===== src/rtl/hazard_scoreboard_pkg.sv =====
// Shared pipeline definitions: register-index width, XLEN, issue FSM encoding
// and the opcode constants also used by decode.
package pipe_pkg;
  localparam int REG_W = 5;
  localparam int XLEN  = 64;
  localparam int NREGS = 1 << REG_W;

  typedef enum logic [1:0] {
    RUN   = 2'd0,
    DRAIN = 2'd1,
    DONE  = 2'd2
  } issue_state_e;

  localparam logic [6:0] ALGORITHM     = 7'b0110011;
  localparam logic [6:0] ALGORITHM_IMM = 7'b0010011;
  localparam logic [6:0] LOAD          = 7'b0000011;

  // x0 never maps to a scoreboard bit.
  function automatic logic [NREGS-1:0] reg_onehot(input logic [REG_W-1:0] idx);
    logic [NREGS-1:0] oh;
    oh = '0;
    if (idx != '0) oh[idx] = 1'b1;
    return oh;
  endfunction
endpackage


===== src/rtl/hazard_scoreboard_if.sv =====
// Decode/writeback/drain bundle between inst_decode and the issue scoreboard.
interface hazard_scoreboard_if #(parameter int CNT_W = 4);
  logic        id_valid;
  logic [4:0]  id_rs1;
  logic [4:0]  id_rs2;
  logic        id_use_rs1;
  logic        id_use_rs2;
  logic [4:0]  id_rd;
  logic        id_write_back;
  logic        id_load_flag;
  logic        wb_en;
  logic [4:0]  wb_rd;
  logic        wb_is_load;
  logic        drain_req;
  logic        issue_fire;
  logic        stall;
  logic [31:0] pending_mask;
  logic [CNT_W-1:0] load_cnt;
  logic        drain_done;
  logic        busy;

  modport master (
    output id_valid, id_rs1, id_rs2, id_use_rs1, id_use_rs2, id_rd,
           id_write_back, id_load_flag, wb_en, wb_rd, wb_is_load, drain_req,
    input  issue_fire, stall, pending_mask, load_cnt, drain_done, busy
  );
  modport slave (
    input  id_valid, id_rs1, id_rs2, id_use_rs1, id_use_rs2, id_rd,
           id_write_back, id_load_flag, wb_en, wb_rd, wb_is_load, drain_req,
    output issue_fire, stall, pending_mask, load_cnt, drain_done, busy
  );
endinterface


===== src/rtl/hazard_scoreboard_hazard_check.sv =====
// Combinational RAW / WAW / load-credit evaluation against the writeback-bypassed
// scoreboard view.
module hazard_check
  import pipe_pkg::*;
#(
  parameter int MAX_LOADS = 4,
  parameter int CNT_W     = 4
) (
  input  logic [NREGS-1:0] pend_eff_i,
  input  logic [REG_W-1:0] rs1_i,
  input  logic [REG_W-1:0] rs2_i,
  input  logic             use_rs1_i,
  input  logic             use_rs2_i,
  input  logic [REG_W-1:0] rd_i,
  input  logic             write_back_i,
  input  logic             load_flag_i,
  input  logic [CNT_W-1:0] load_cnt_i,
  input  logic             ld_wb_i,
  output logic             raw_o,
  output logic             waw_o,
  output logic             credit_o,
  output logic             hazard_o
);
  logic [CNT_W:0] cnt_adj;

  // One extra bit so a stray load writeback at count 0 cannot wrap onto MAX_LOADS.
  assign cnt_adj  = {1'b0, load_cnt_i} - (CNT_W+1)'(ld_wb_i);

  assign raw_o    = (use_rs1_i && rs1_i != '0 && pend_eff_i[rs1_i]) ||
                    (use_rs2_i && rs2_i != '0 && pend_eff_i[rs2_i]);
  assign waw_o    = write_back_i && rd_i != '0 && pend_eff_i[rd_i];
  assign credit_o = load_flag_i && (cnt_adj == (CNT_W+1)'(MAX_LOADS));
  assign hazard_o = raw_o || waw_o || credit_o;
endmodule


===== src/rtl/hazard_scoreboard.sv =====
// Issue scoreboard: pending-write mask, outstanding-load count and drain FSM.
// Define HAZARD_PERF_CNT_EN to add saturating stall/issue performance counters.
module hazard_scoreboard
  import pipe_pkg::*;
#(
  parameter int MAX_LOADS = 4,
  parameter int CNT_W     = 4
) (
  input  logic CLK,
  input  logic reset,
  hazard_scoreboard_if.slave bus
`ifdef HAZARD_PERF_CNT_EN
  ,
  output logic [31:0] perf_stall_raw,
  output logic [31:0] perf_stall_load,
  output logic [31:0] perf_issue
`endif
);
  issue_state_e     state_q, state_d;
  logic [NREGS-1:0] pend_q, pend_d, pend_eff, clr, set;
  logic [CNT_W-1:0] load_q, load_d;
  logic             ld_wb, ld_inc, ld_dec;
  logic             raw, waw, credit, hazard;
  logic             issue_fire;

  assign clr      = bus.wb_en ? reg_onehot(bus.wb_rd) : '0;
  assign pend_eff = pend_q & ~clr;
  assign ld_wb    = bus.wb_en && bus.wb_is_load;

  hazard_check #(.MAX_LOADS(MAX_LOADS), .CNT_W(CNT_W)) u_hazard_check (
    .pend_eff_i   (pend_eff),
    .rs1_i        (bus.id_rs1),
    .rs2_i        (bus.id_rs2),
    .use_rs1_i    (bus.id_use_rs1),
    .use_rs2_i    (bus.id_use_rs2),
    .rd_i         (bus.id_rd),
    .write_back_i (bus.id_write_back),
    .load_flag_i  (bus.id_load_flag),
    .load_cnt_i   (load_q),
    .ld_wb_i      (ld_wb),
    .raw_o        (raw),
    .waw_o        (waw),
    .credit_o     (credit),
    .hazard_o     (hazard)
  );

  // Gated by reset so every output reads 0 while reset is held.
  assign issue_fire     = reset && bus.id_valid && (state_q == RUN) && !hazard;
  assign bus.issue_fire = issue_fire;
  assign bus.stall      = reset && bus.id_valid && !issue_fire;

  assign set    = (issue_fire && bus.id_write_back) ? reg_onehot(bus.id_rd) : '0;
  assign pend_d = pend_eff | set;

  assign ld_inc = issue_fire && bus.id_load_flag;
  assign ld_dec = ld_wb && (load_q != '0);

  always_comb begin
    load_d = load_q;
    if (ld_inc && !ld_dec)      load_d = load_q + CNT_W'(1);
    else if (!ld_inc && ld_dec) load_d = load_q - CNT_W'(1);
  end

  always_comb begin
    state_d = state_q;
    case (state_q)
      RUN:     if (bus.drain_req) state_d = DRAIN;
      DRAIN: begin
        if (!bus.drain_req)                          state_d = RUN;
        else if (pend_d == '0 && load_d == '0)       state_d = DONE;
      end
      DONE:    if (!bus.drain_req) state_d = RUN;
      default: state_d = RUN;
    endcase
  end

  always_ff @(posedge CLK or negedge reset) begin
    if (!reset) begin
      state_q <= RUN;
      pend_q  <= '0;
      load_q  <= '0;
    end else begin
      state_q <= state_d;
      pend_q  <= pend_d;
      load_q  <= load_d;
    end
  end

  assign bus.pending_mask = pend_q;
  assign bus.load_cnt     = load_q;
  assign bus.drain_done   = (state_q == DONE);
  assign bus.busy         = (pend_q != '0) || (load_q != '0);

`ifdef HAZARD_PERF_CNT_EN
  logic [31:0] perf_raw_q, perf_load_q, perf_issue_q;
  logic        stall_raw, stall_load_only;

  assign stall_raw       = bus.stall && raw;
  // Credit is the sole cause: no register hazard and the FSM would allow issue.
  assign stall_load_only = bus.stall && credit && !raw && !waw && (state_q == RUN);

  always_ff @(posedge CLK or negedge reset) begin
    if (!reset) begin
      perf_raw_q   <= '0;
      perf_load_q  <= '0;
      perf_issue_q <= '0;
    end else begin
      if (stall_raw && perf_raw_q != '1)         perf_raw_q   <= perf_raw_q + 32'd1;
      if (stall_load_only && perf_load_q != '1)  perf_load_q  <= perf_load_q + 32'd1;
      if (issue_fire && perf_issue_q != '1)      perf_issue_q <= perf_issue_q + 32'd1;
    end
  end

  assign perf_stall_raw  = perf_raw_q;
  assign perf_stall_load = perf_load_q;
  assign perf_issue      = perf_issue_q;
`endif
endmodule


===== src/flat_wrapper.sv =====
// flat-port wrapper written by rule: the top's interface ports become plain ports
module hazard_scoreboard_flat import pipe_pkg::*;
#(
  parameter int MAX_LOADS = 4,
  parameter int CNT_W     = 4
)
  (CLK, reset, bus_id_valid, bus_id_rs1, bus_id_rs2, bus_id_use_rs1, bus_id_use_rs2, bus_id_rd, bus_id_write_back, bus_id_load_flag, bus_wb_en, bus_wb_rd, bus_wb_is_load, bus_drain_req, bus_issue_fire, bus_stall, bus_pending_mask, bus_load_cnt, bus_drain_done, bus_busy);
  hazard_scoreboard_if #(.CNT_W(CNT_W)) bus_i ();
  input  logic CLK;
  input  logic reset;
  input wire logic [$bits(bus_i.id_valid)-1:0] bus_id_valid;
  input wire logic [$bits(bus_i.id_rs1)-1:0] bus_id_rs1;
  input wire logic [$bits(bus_i.id_rs2)-1:0] bus_id_rs2;
  input wire logic [$bits(bus_i.id_use_rs1)-1:0] bus_id_use_rs1;
  input wire logic [$bits(bus_i.id_use_rs2)-1:0] bus_id_use_rs2;
  input wire logic [$bits(bus_i.id_rd)-1:0] bus_id_rd;
  input wire logic [$bits(bus_i.id_write_back)-1:0] bus_id_write_back;
  input wire logic [$bits(bus_i.id_load_flag)-1:0] bus_id_load_flag;
  input wire logic [$bits(bus_i.wb_en)-1:0] bus_wb_en;
  input wire logic [$bits(bus_i.wb_rd)-1:0] bus_wb_rd;
  input wire logic [$bits(bus_i.wb_is_load)-1:0] bus_wb_is_load;
  input wire logic [$bits(bus_i.drain_req)-1:0] bus_drain_req;
  output wire logic [$bits(bus_i.issue_fire)-1:0] bus_issue_fire;
  output wire logic [$bits(bus_i.stall)-1:0] bus_stall;
  output wire logic [$bits(bus_i.pending_mask)-1:0] bus_pending_mask;
  output wire logic [$bits(bus_i.load_cnt)-1:0] bus_load_cnt;
  output wire logic [$bits(bus_i.drain_done)-1:0] bus_drain_done;
  output wire logic [$bits(bus_i.busy)-1:0] bus_busy;
  assign bus_i.id_valid = bus_id_valid;
  assign bus_i.id_rs1 = bus_id_rs1;
  assign bus_i.id_rs2 = bus_id_rs2;
  assign bus_i.id_use_rs1 = bus_id_use_rs1;
  assign bus_i.id_use_rs2 = bus_id_use_rs2;
  assign bus_i.id_rd = bus_id_rd;
  assign bus_i.id_write_back = bus_id_write_back;
  assign bus_i.id_load_flag = bus_id_load_flag;
  assign bus_i.wb_en = bus_wb_en;
  assign bus_i.wb_rd = bus_wb_rd;
  assign bus_i.wb_is_load = bus_wb_is_load;
  assign bus_i.drain_req = bus_drain_req;
  assign bus_issue_fire = bus_i.issue_fire;
  assign bus_stall = bus_i.stall;
  assign bus_pending_mask = bus_i.pending_mask;
  assign bus_load_cnt = bus_i.load_cnt;
  assign bus_drain_done = bus_i.drain_done;
  assign bus_busy = bus_i.busy;
  hazard_scoreboard #(.MAX_LOADS(MAX_LOADS), .CNT_W(CNT_W)) u_core (.CLK(CLK), .reset(reset), .bus(bus_i));
endmodule

===== config.mk =====
export PLATFORM = sky130hd
export DESIGN_NAME = hazard_scoreboard_flat
export DESIGN_NICKNAME = d
export VERILOG_FILES = /design/src/rtl/hazard_scoreboard_pkg.sv /design/src/rtl/hazard_scoreboard_if.sv /design/src/rtl/hazard_scoreboard_hazard_check.sv /design/src/rtl/hazard_scoreboard.sv /design/src/flat_wrapper.sv
export SDC_FILE = /design/constraint.sdc
export NUM_CORES = 1
export LEC_CHECK = 0
export ABC_AREA = 1
export ABC_CLOCK_PERIOD_IN_PS = 2200
export BUFFER_PORTS_ARGS = -buffer_cell sky130_fd_sc_hd__buf_2
export CELL_PAD_IN_SITES_DETAIL_PLACEMENT = 1
export CELL_PAD_IN_SITES_GLOBAL_PLACEMENT = 2
export CORE_ASPECT_RATIO = 1.1
export CORE_MARGIN = 2
export CORE_UTILIZATION = 27
export CTS_BUF_LIST = sky130_fd_sc_hd__clkbuf_4
export DETAILED_ROUTE_END_ITERATION = 16
export PLACE_DENSITY_LB_ADDON = 0.08
export SYNTH_ARGS = -nofsm -noshare
export SYNTH_HDL_FRONTEND = slang
export SYNTH_SLANG_ARGS = --single-unit

===== constraint.sdc =====
create_clock -name CLK -period 2.2 [get_ports CLK]
set_clock_uncertainty 0.05 [all_clocks]
set_input_delay 0.22 -clock CLK [delete_from_list [all_inputs] [get_ports CLK]]
set_output_delay 0.22 -clock CLK [all_outputs]
set_load 0.02 [all_outputs]

# Yosys cells after proc, flatten, opt, wreduce, memory -nomap -nowiden
# Index checks and enable logic that the tools add are counted.
[classes] eq_ne=6 order_cmp=6 muxes=21 n_reduce_logical=38 bitwise=3 n_addsub=3
[ops] cell="2-to-1 mux 32 bit" n=4
[ops] cell="bitwise AND 32 bit" n=1
[ops] cell="zero test 32 bit" n=1
[ops] cell="inverter 32 bit" n=1
[ops] cell="OR 32 bit" n=1
[ops] cell="nonzero test 32 bit" n=1
[ops] cell="< comparator 5 x 6 -> 1 bit (second input constant)" n=4
[ops] cell="logical AND 1 bit" n=20
[ops] cell="nonzero test 5 bit" n=4
[ops] cell="binary-select mux 1 bit (select 5 bit)" n=3
[ops] cell="demux 1 bit (select 5 bit)" n=2
[ops] cell=">= comparator 5 x 1 -> 1 bit (second input constant)" n=2
[ops] cell="2-to-1 mux 2 bit" n=4
[ops] cell="2-to-1 mux 4 bit" n=2
[ops] cell="case mux 2 bit (3 select lines)" n=1
[ops] cell="== test 5 x 3 -> 1 bit (second input constant)" n=1
[ops] cell="2-to-1 mux 1 bit" n=5
[ops] cell="subtractor 4 x 1 -> 5 bit" n=1
[ops] cell="adder 4 x 1 -> 4 bit (second input constant)" n=1
[ops] cell="zero test 1 bit" n=4
[ops] cell="zero test 4 bit" n=1
[ops] cell="logical OR 1 bit" n=4
[ops] cell="!= test 2 bit (second input constant)" n=2
[ops] cell="nonzero test 4 bit" n=1
[ops] cell="6 further kinds" n=6
[totals] regBits=38 out_inout_bits=40 inputBits=30

# Longest topological paths before layout
[logic_depth] depth_word=26 mapped_depth=26 depth_no_buf=26

# Cells and area by module
# Synthesis repeated with hierarchy kept, for this count alone.
[hier_totals] hier_cells=626 area_unflattened_um2=3552.2
[modules_own_cells] mod="hazard_scoreboard" cells_per_inst=350 area_per_inst_um2=2313.5 n_inst=1 seq_area_each_um2=950.9
[modules_own_cells] mod="hazard_check" cells_per_inst=276 area_per_inst_um2=1238.7 n_inst=1 seq_area_each_um2=0.0

# Least setup slack after synthesis
# Ideal clock, no wire load.
[synth_path] path_kind="reg-to-reg" startpoint="reg u_core.load_q[0], in the netlist u_core.bus.load_cnt[0]" endpoint="reg u_core.state_q[0]" stages_incl_launch_ff=19 path_slack_ps=-156 t_arrival_ps=2190 period_less_slack_ps=2356 setup_ps=116 cell_sequence="dfrtp_1 -> inv_1 -> ha_1 -> nor2_1 -> a211oi_1 -> a41oi_1 -> nand2_2 -> nor2_8 -> nand3_2 -> nand2_2 -> nand2_1 -> nand2_1 -> nand2_1 -> nor2_1 -> nand2_1 -> nor2_2 -> nand2_1 -> nand2_1 -> nand2_1"
[synth_via] elab_chain_len=15 word_cells_on_any_way=25
[synth_lines] element="from (decl)" line="hazard_scoreboard.sv:21" rtl="logic [CNT_W-1:0] load_q, load_d;"
[synth_lines] element="from (signal assigned)" line="hazard_scoreboard.sv:85" rtl="load_q <= load_d;"
[synth_lines] element="subtractor 4 x 1 -> 5 bit" line="hazard_scoreboard_hazard_check.sv:27" rtl="assign cnt_adj = {1'b0, load_cnt_i} - (CNT_W+1)'(ld_wb_i);"
[synth_lines] element="== test 5 x 3 -> 1 bit" line="hazard_scoreboard_hazard_check.sv:32" rtl="assign credit_o = load_flag_i && (cnt_adj == (CNT_W+1)'(MAX_LOADS));"
[synth_lines] element="logical AND 1 bit" line="hazard_scoreboard_hazard_check.sv:32"
[synth_lines] element="logical OR 1 bit" line="hazard_scoreboard_hazard_check.sv:33" rtl="assign hazard_o = raw_o || waw_o || credit_o;"
[synth_lines] element="zero test 1 bit" line="hazard_scoreboard.sv:48" rtl="assign issue_fire = reset && bus.id_valid && (state_q == RUN) && !hazard;"
[synth_lines] element="logical AND 1 bit" line="hazard_scoreboard.sv:48"
[synth_lines] element="logical AND 1 bit" line="hazard_scoreboard.sv:55" rtl="assign ld_inc = issue_fire && bus.id_load_flag;"
[synth_lines] element="zero test 1 bit" line="hazard_scoreboard.sv:61" rtl="else if (!ld_inc && ld_dec) load_d = load_q - CNT_W'(1);"
[synth_lines] element="logical AND 1 bit" line="hazard_scoreboard.sv:61"
[synth_lines] element="2-to-1 mux 4 bit" line="hazard_scoreboard.sv:61"
[synth_lines] element="2-to-1 mux 4 bit *" line="hazard_scoreboard.sv:60" rtl="if (ld_inc && !ld_dec) load_d = load_q + CNT_W'(1);"
[synth_lines] element="net u_core.load_d[1]" line="hazard_scoreboard.sv:21"
[synth_lines] element="zero test 4 bit *" line="hazard_scoreboard.sv:70" rtl="else if (pend_d == '0 && load_d == '0) state_d = DONE;"
[synth_lines] element="logical AND 1 bit *" line="hazard_scoreboard.sv:70"
[synth_lines] element="!= test 3 x 2 -> 1 bit (no source line) *"
[synth_lines] element="AND reduction 3 bit (no source line) *"
[synth_lines] element="to (signal assigned)" line="hazard_scoreboard.sv:83" rtl="state_q <= state_d;"
[synth_lines] element="to (decl)" line="hazard_scoreboard.sv:19" rtl="issue_state_e state_q, state_d;"
# The timed path passes the listed nets; every way through them passes the cells marked *.
# A chain may end at the register's enable or synchronous reset.

# Worst setup path in the final report
[layout_path] startpoint="reg u_core.pend_q[21], in the netlist u_core.bus.pending_mask[21]" endpoint="reg u_core.state_q[0]"
[layout_via] word_cells_on_any_way=29
[layout_lines] element="from (decl)" line="hazard_scoreboard.sv:20" rtl="logic [NREGS-1:0] pend_q, pend_d, pend_eff, clr, set;"
[layout_lines] element="from (signal assigned)" line="hazard_scoreboard.sv:84" rtl="pend_q <= pend_d;"
[layout_lines] element="bitwise AND 32 bit *" line="hazard_scoreboard.sv:27" rtl="assign pend_eff = pend_q & ~clr;"
[layout_lines] element="binary-select mux 1 bit (select 5 bit) (on tied branches)" line="hazard_scoreboard_hazard_check.sv:29, hazard_scoreboard_hazard_check.sv:30"
[layout_lines] element="2-to-1 mux 1 bit (on tied branches)" line="hazard_scoreboard_hazard_check.sv:29, hazard_scoreboard_hazard_check.sv:30"
[layout_lines] element="logical AND 1 bit (on tied branches)" line="hazard_scoreboard_hazard_check.sv:29, hazard_scoreboard_hazard_check.sv:30"
[layout_lines] element="logical OR 1 bit" line="hazard_scoreboard_hazard_check.sv:29" rtl="assign raw_o = (use_rs1_i && rs1_i != '0 && pend_eff_i[rs1_i]) ||"
[layout_lines] element="logical OR 1 bit * (2 in series)" line="hazard_scoreboard_hazard_check.sv:33"
[layout_lines] element="zero test 1 bit *" line="hazard_scoreboard.sv:48"
[layout_lines] element="logical AND 1 bit *" line="hazard_scoreboard.sv:48"
[layout_lines] element="logical AND 1 bit *" line="hazard_scoreboard.sv:52" rtl="assign set = (issue_fire && bus.id_write_back) ? reg_onehot(bus.id_rd) : '0;"
[layout_lines] element="2-to-1 mux 32 bit *" line="hazard_scoreboard.sv:52"
[layout_lines] element="OR 32 bit *" line="hazard_scoreboard.sv:53" rtl="assign pend_d = pend_eff | set;"
[layout_lines] element="net u_core.pend_d[2]" line="hazard_scoreboard.sv:20"
[layout_lines] element="zero test 32 bit *" line="hazard_scoreboard.sv:70"
[layout_lines] element="logical AND 1 bit *" line="hazard_scoreboard.sv:70"
[layout_lines] element="!= test 3 x 2 -> 1 bit (no source line) *"
[layout_lines] element="AND reduction 3 bit (no source line) *"
# The timed path passes the listed nets; every way through them passes the cells marked *. The select of a mux whose other input is x is not followed.

==> flow_summary.toml <==
[run_status]
outcome = "finished with violations"
violations = "negative setup slack"

[detailed_routing]
drc = 0
antenna_left = 0
routed_wl_um = 17760
vias_per_cell = 4.999
drt_pre_antenna_iters = 4
wl_per_cell_um = 17.85
drt_iter0_markers = 234
num_vias = 4974

[clock_network]
cts_buffer_depth = 2
root_buffer = "clkbuf_4"
clock-sinks = 38
insertion_delay_ns = 0.39
cts.clk_slew.worst_paths_ns = 0.14
numCtsBuffers = 5
htreeDepth = 2
cts_tree = "done"

[worst_setup_path]
path_max_fanout = 7
worst-setup-path-type = "flop to flop"
crit_required_ns = 2.46
start_kind = "flop"
cp_slowest_cell = "dfrtp_2"
crit_path_max_incr_delay_ns = 0.44
crit_arrival_ns = 2.95
crit_chain = "o21ai_4 -> buf_6 -> nand2_2 -> nand2_1 -> nor2_1 -> nand2_1 -> nand2_2 -> nand2_2 -> nand3_2 -> nand2_2 -> nor2_4 -> nor2_8 -> buf_6 -> nand4_1 -> nand2_2 -> nor2_1 -> nand2_1 -> nor2_4 -> nand2_2 -> nor2_4 -> nand2_1 -> nand2_1 -> nand2_1"
cp-end-kind = "flop"
cp_num_buf_inv = 2
path_delay_family = "simple AND/OR/NAND/NOR gates"

[timing]
final.min_clock_period_ns = 2.694
finalSetupViolCount = 9
report.final.slew_viol_count = 0
fmax_mhz = 371.2
rsz0062_at_grt = "true"
worst-slew-pin-transition_ns = 0.4204
finalCritPeriodShare_pct = 122.5
fin_setup_tns_ns = -2.392
finalHoldViolCount = 0
worst_slack_ns = -0.4939
maxSlewHeadroom_pct = 71.71

[yosys]
ys_ff_latch = 38
yosysUniqueCellTypes = 36
synthFlopType = "dfrtp_1"
synth-simple-area-share_pct = 54.48
mappedNetlistNets = 626
synth_fa_ha_area_share_pct = 1.427
synthCells = 592
synth_top_family_by_area = "simple AND/OR/NAND/NOR gates"
muxShareOfSynthArea_pct = 0
synth_top_area_cell = "dfrtp_1"
yosysWarnings = 0
netlist_top_cells_count = "197 x nand2_1, 86 x nor2_1, 79 x nand3_1, 53 x inv_1, 38 x dfrtp_1"
ys_seq_area_share_pct = 27.11
synth-compound-area-share_pct = 6.600
synth_area_leaders = "dfrtp_1 27%, nand2_1 21%, nand3_1 11%"
synth.avg_cell_area_um2 = 5.924
yosysTopAreaCellShare_pct = 27.11
synth_edf_count = 0
synthXorXnorAreaFrac_pct = 0.9989
synthMostInstantiatedCell = "nand2_1"
async_flop_share_pct = 100.0
syn_area_mm2 = 0.003507

[global_route]
grt_use_total_pct = 25.81
grt_pass1_vias = 5179
grt_pass1_wl_um = 27850
antenna_found_initial = 0
grt_overflow = 0
grt_max_degree = 39

[power]
power_density_mw_per_mm2 = 527.3
peakVddDrop_v = 0.0004834
p_leak_uw = 0.003250

[finish]
drive_above_1_share_pct = 43.08
syn_to_final_growth_pct = 69.39
layout.nets = 871
final-instance-count-excl-fill = 995
n_antenna_cell = 0

[floorplanning]
dieArea_mm2 = 0.01392
dieHeight_um = 123.5
coreArea_mm2 = 0.01264
rows = 43
die_width_um = 112.7
initial_utilization_pct = 27.74
io_pins = 70

[placed_design]
dp_cells = 970
place_hpwl_um = 14620
place.gp.congestion = 0.9101
io_buffers = 69

[run]
drv_cap = 0

[worst_hold_path]
min-delay-path-class = "input port to flop"
-- sequential cells by signal (all words and copies together) (netlist names) --
| register | count |
|---|---|
| u_core.bus.load_cnt | 4 |
| u_core.bus.pending_mask | 32 |
| u_core.state_q | 2 |
-- power by group --
part,total [uW],switching [uW],internal (uW)
registers,857,72.9,784
logic,1760,1000,764
clock network,511,276,235
total,3130,1350,1780
-- layer usage --
metal  global-route usage, %  up-vias  part of all wire [%]
li1                        -     2439                     -
met1                   31.98     2409                    44
met5                       0        -                     0
met3                   2.206       28                   3.0
met2                   47.46       98                    52
met4                   8.155        0                   2.0
-- cell usage in the layout (no fill, tap or decap), types with 4 or more instances in the layout --
master      n
nand4_1    37
nor4_1      6
nor2_4     13
clkbuf_4    6
nor2_2      7
o21ai_0     6
inv_1      47
buf_12      5
nand3_2     5
nand2_2    28
dfrtp_2     7
buf_6      11
o21ai_2     5
buf_2      66
dfrtp_1    31
o21ai_1     5
inv_2      10
a21oi_1     8
ha_1        4
nor2_1     72
nand2_1   170
buf_4     170
nand3_1    74
-- cell type report --
class	instances	area (um^2)
well taps	157	196.4
flip-flops and latches	38	959.7
repair buffers	257	1923
fillers	1669	6703
clock buffers	5	37.54
clock inverters	3	40.04
multi-input cells	474	2541
inverters	61	242.7
-- worst reg2reg max path, cell delays in order (launching register included) --
cell and delay, ns:
dfrtp_2 0.44, o21ai_4 0.09, buf_6 0.13, nand2_2 0.04, nand2_1 0.04, nor2_1 0.09, nand2_1 0.08, nand2_2 0.10
nand2_2 0.06, nand3_2 0.05, nand2_2 0.07, nor2_4 0.22, nor2_8 0.11, buf_6 0.15, nand4_1 0.08, nand2_2 0.08
nor2_1 0.14, nand2_1 0.13, nor2_4 0.14, nand2_2 0.08, nor2_4 0.08, nand2_1 0.05, nand2_1 0.05, nand2_1 0.04
-- path summary, 6_finish.rpt --
check,startpoint,endpoint,slack (ns),cells after the start
setup reg to reg,u_core.bus.pending_mask[21]$_DFF_PN0_,u_core.state_q[0]$_DFFE_PN0P_,-0.49,23
max in group asynchronous,reset,u_core.bus.pending_mask[19]$_DFF_PN0_,1.47,4
min in group asynchronous,reset,u_core.state_q[0]$_DFFE_PN0P_,0.36,4
hold / removal,bus_drain_req,u_core.state_q[1]$_DFFE_PN0P_,0.003,3
setup / recovery,u_core.bus.pending_mask[21]$_DFF_PN0_,u_core.state_q[0]$_DFFE_PN0P_,-0.49,23
hold reg to reg,u_core.state_q[1]$_DFFE_PN0P_,u_core.state_q[0]$_DFFE_PN0P_,0.51,3
-- timing repair --
action / in CTS / in global routing
endpoints found under the hold margin: 38 / 0
hold buffers: 2 / 0
buffers inserted: 6 / 9
setup endpoints to repair: 28 / 40
resized for setup: 43 / 30
pin swaps: 31 / 29
gates cloned: 2 / 2
-- kinds of logic (layout without fill, tap and decap cells) --
kind of cell	Yosys count	after routing
flops	38	38
buf+inv	80	326
xor+xnor	4	4
fa+ha+maj	4	4
compound gates	40	40
simple gates	426	426
-- per-stage QoR --
step	instance area, um^2	setup slack [ns]	util [%]	total power (uW)	hold slack [ns]
after floorplan	3695	0.0008782	-	1671	-0.1256
after global placement	5423	-0.8369	42.89	2432	0.2917
after detailed placement	5423	-0.8691	42.89	2474	0.3097
after CTS	5786	-0.4574	45.76	3099	0.003624
after global routing	5941	-0.6842	46.99	3353	0.03060
final	5941	-0.4939	46.99	3133	0.002691
Power figures use the tool's default switching activity.
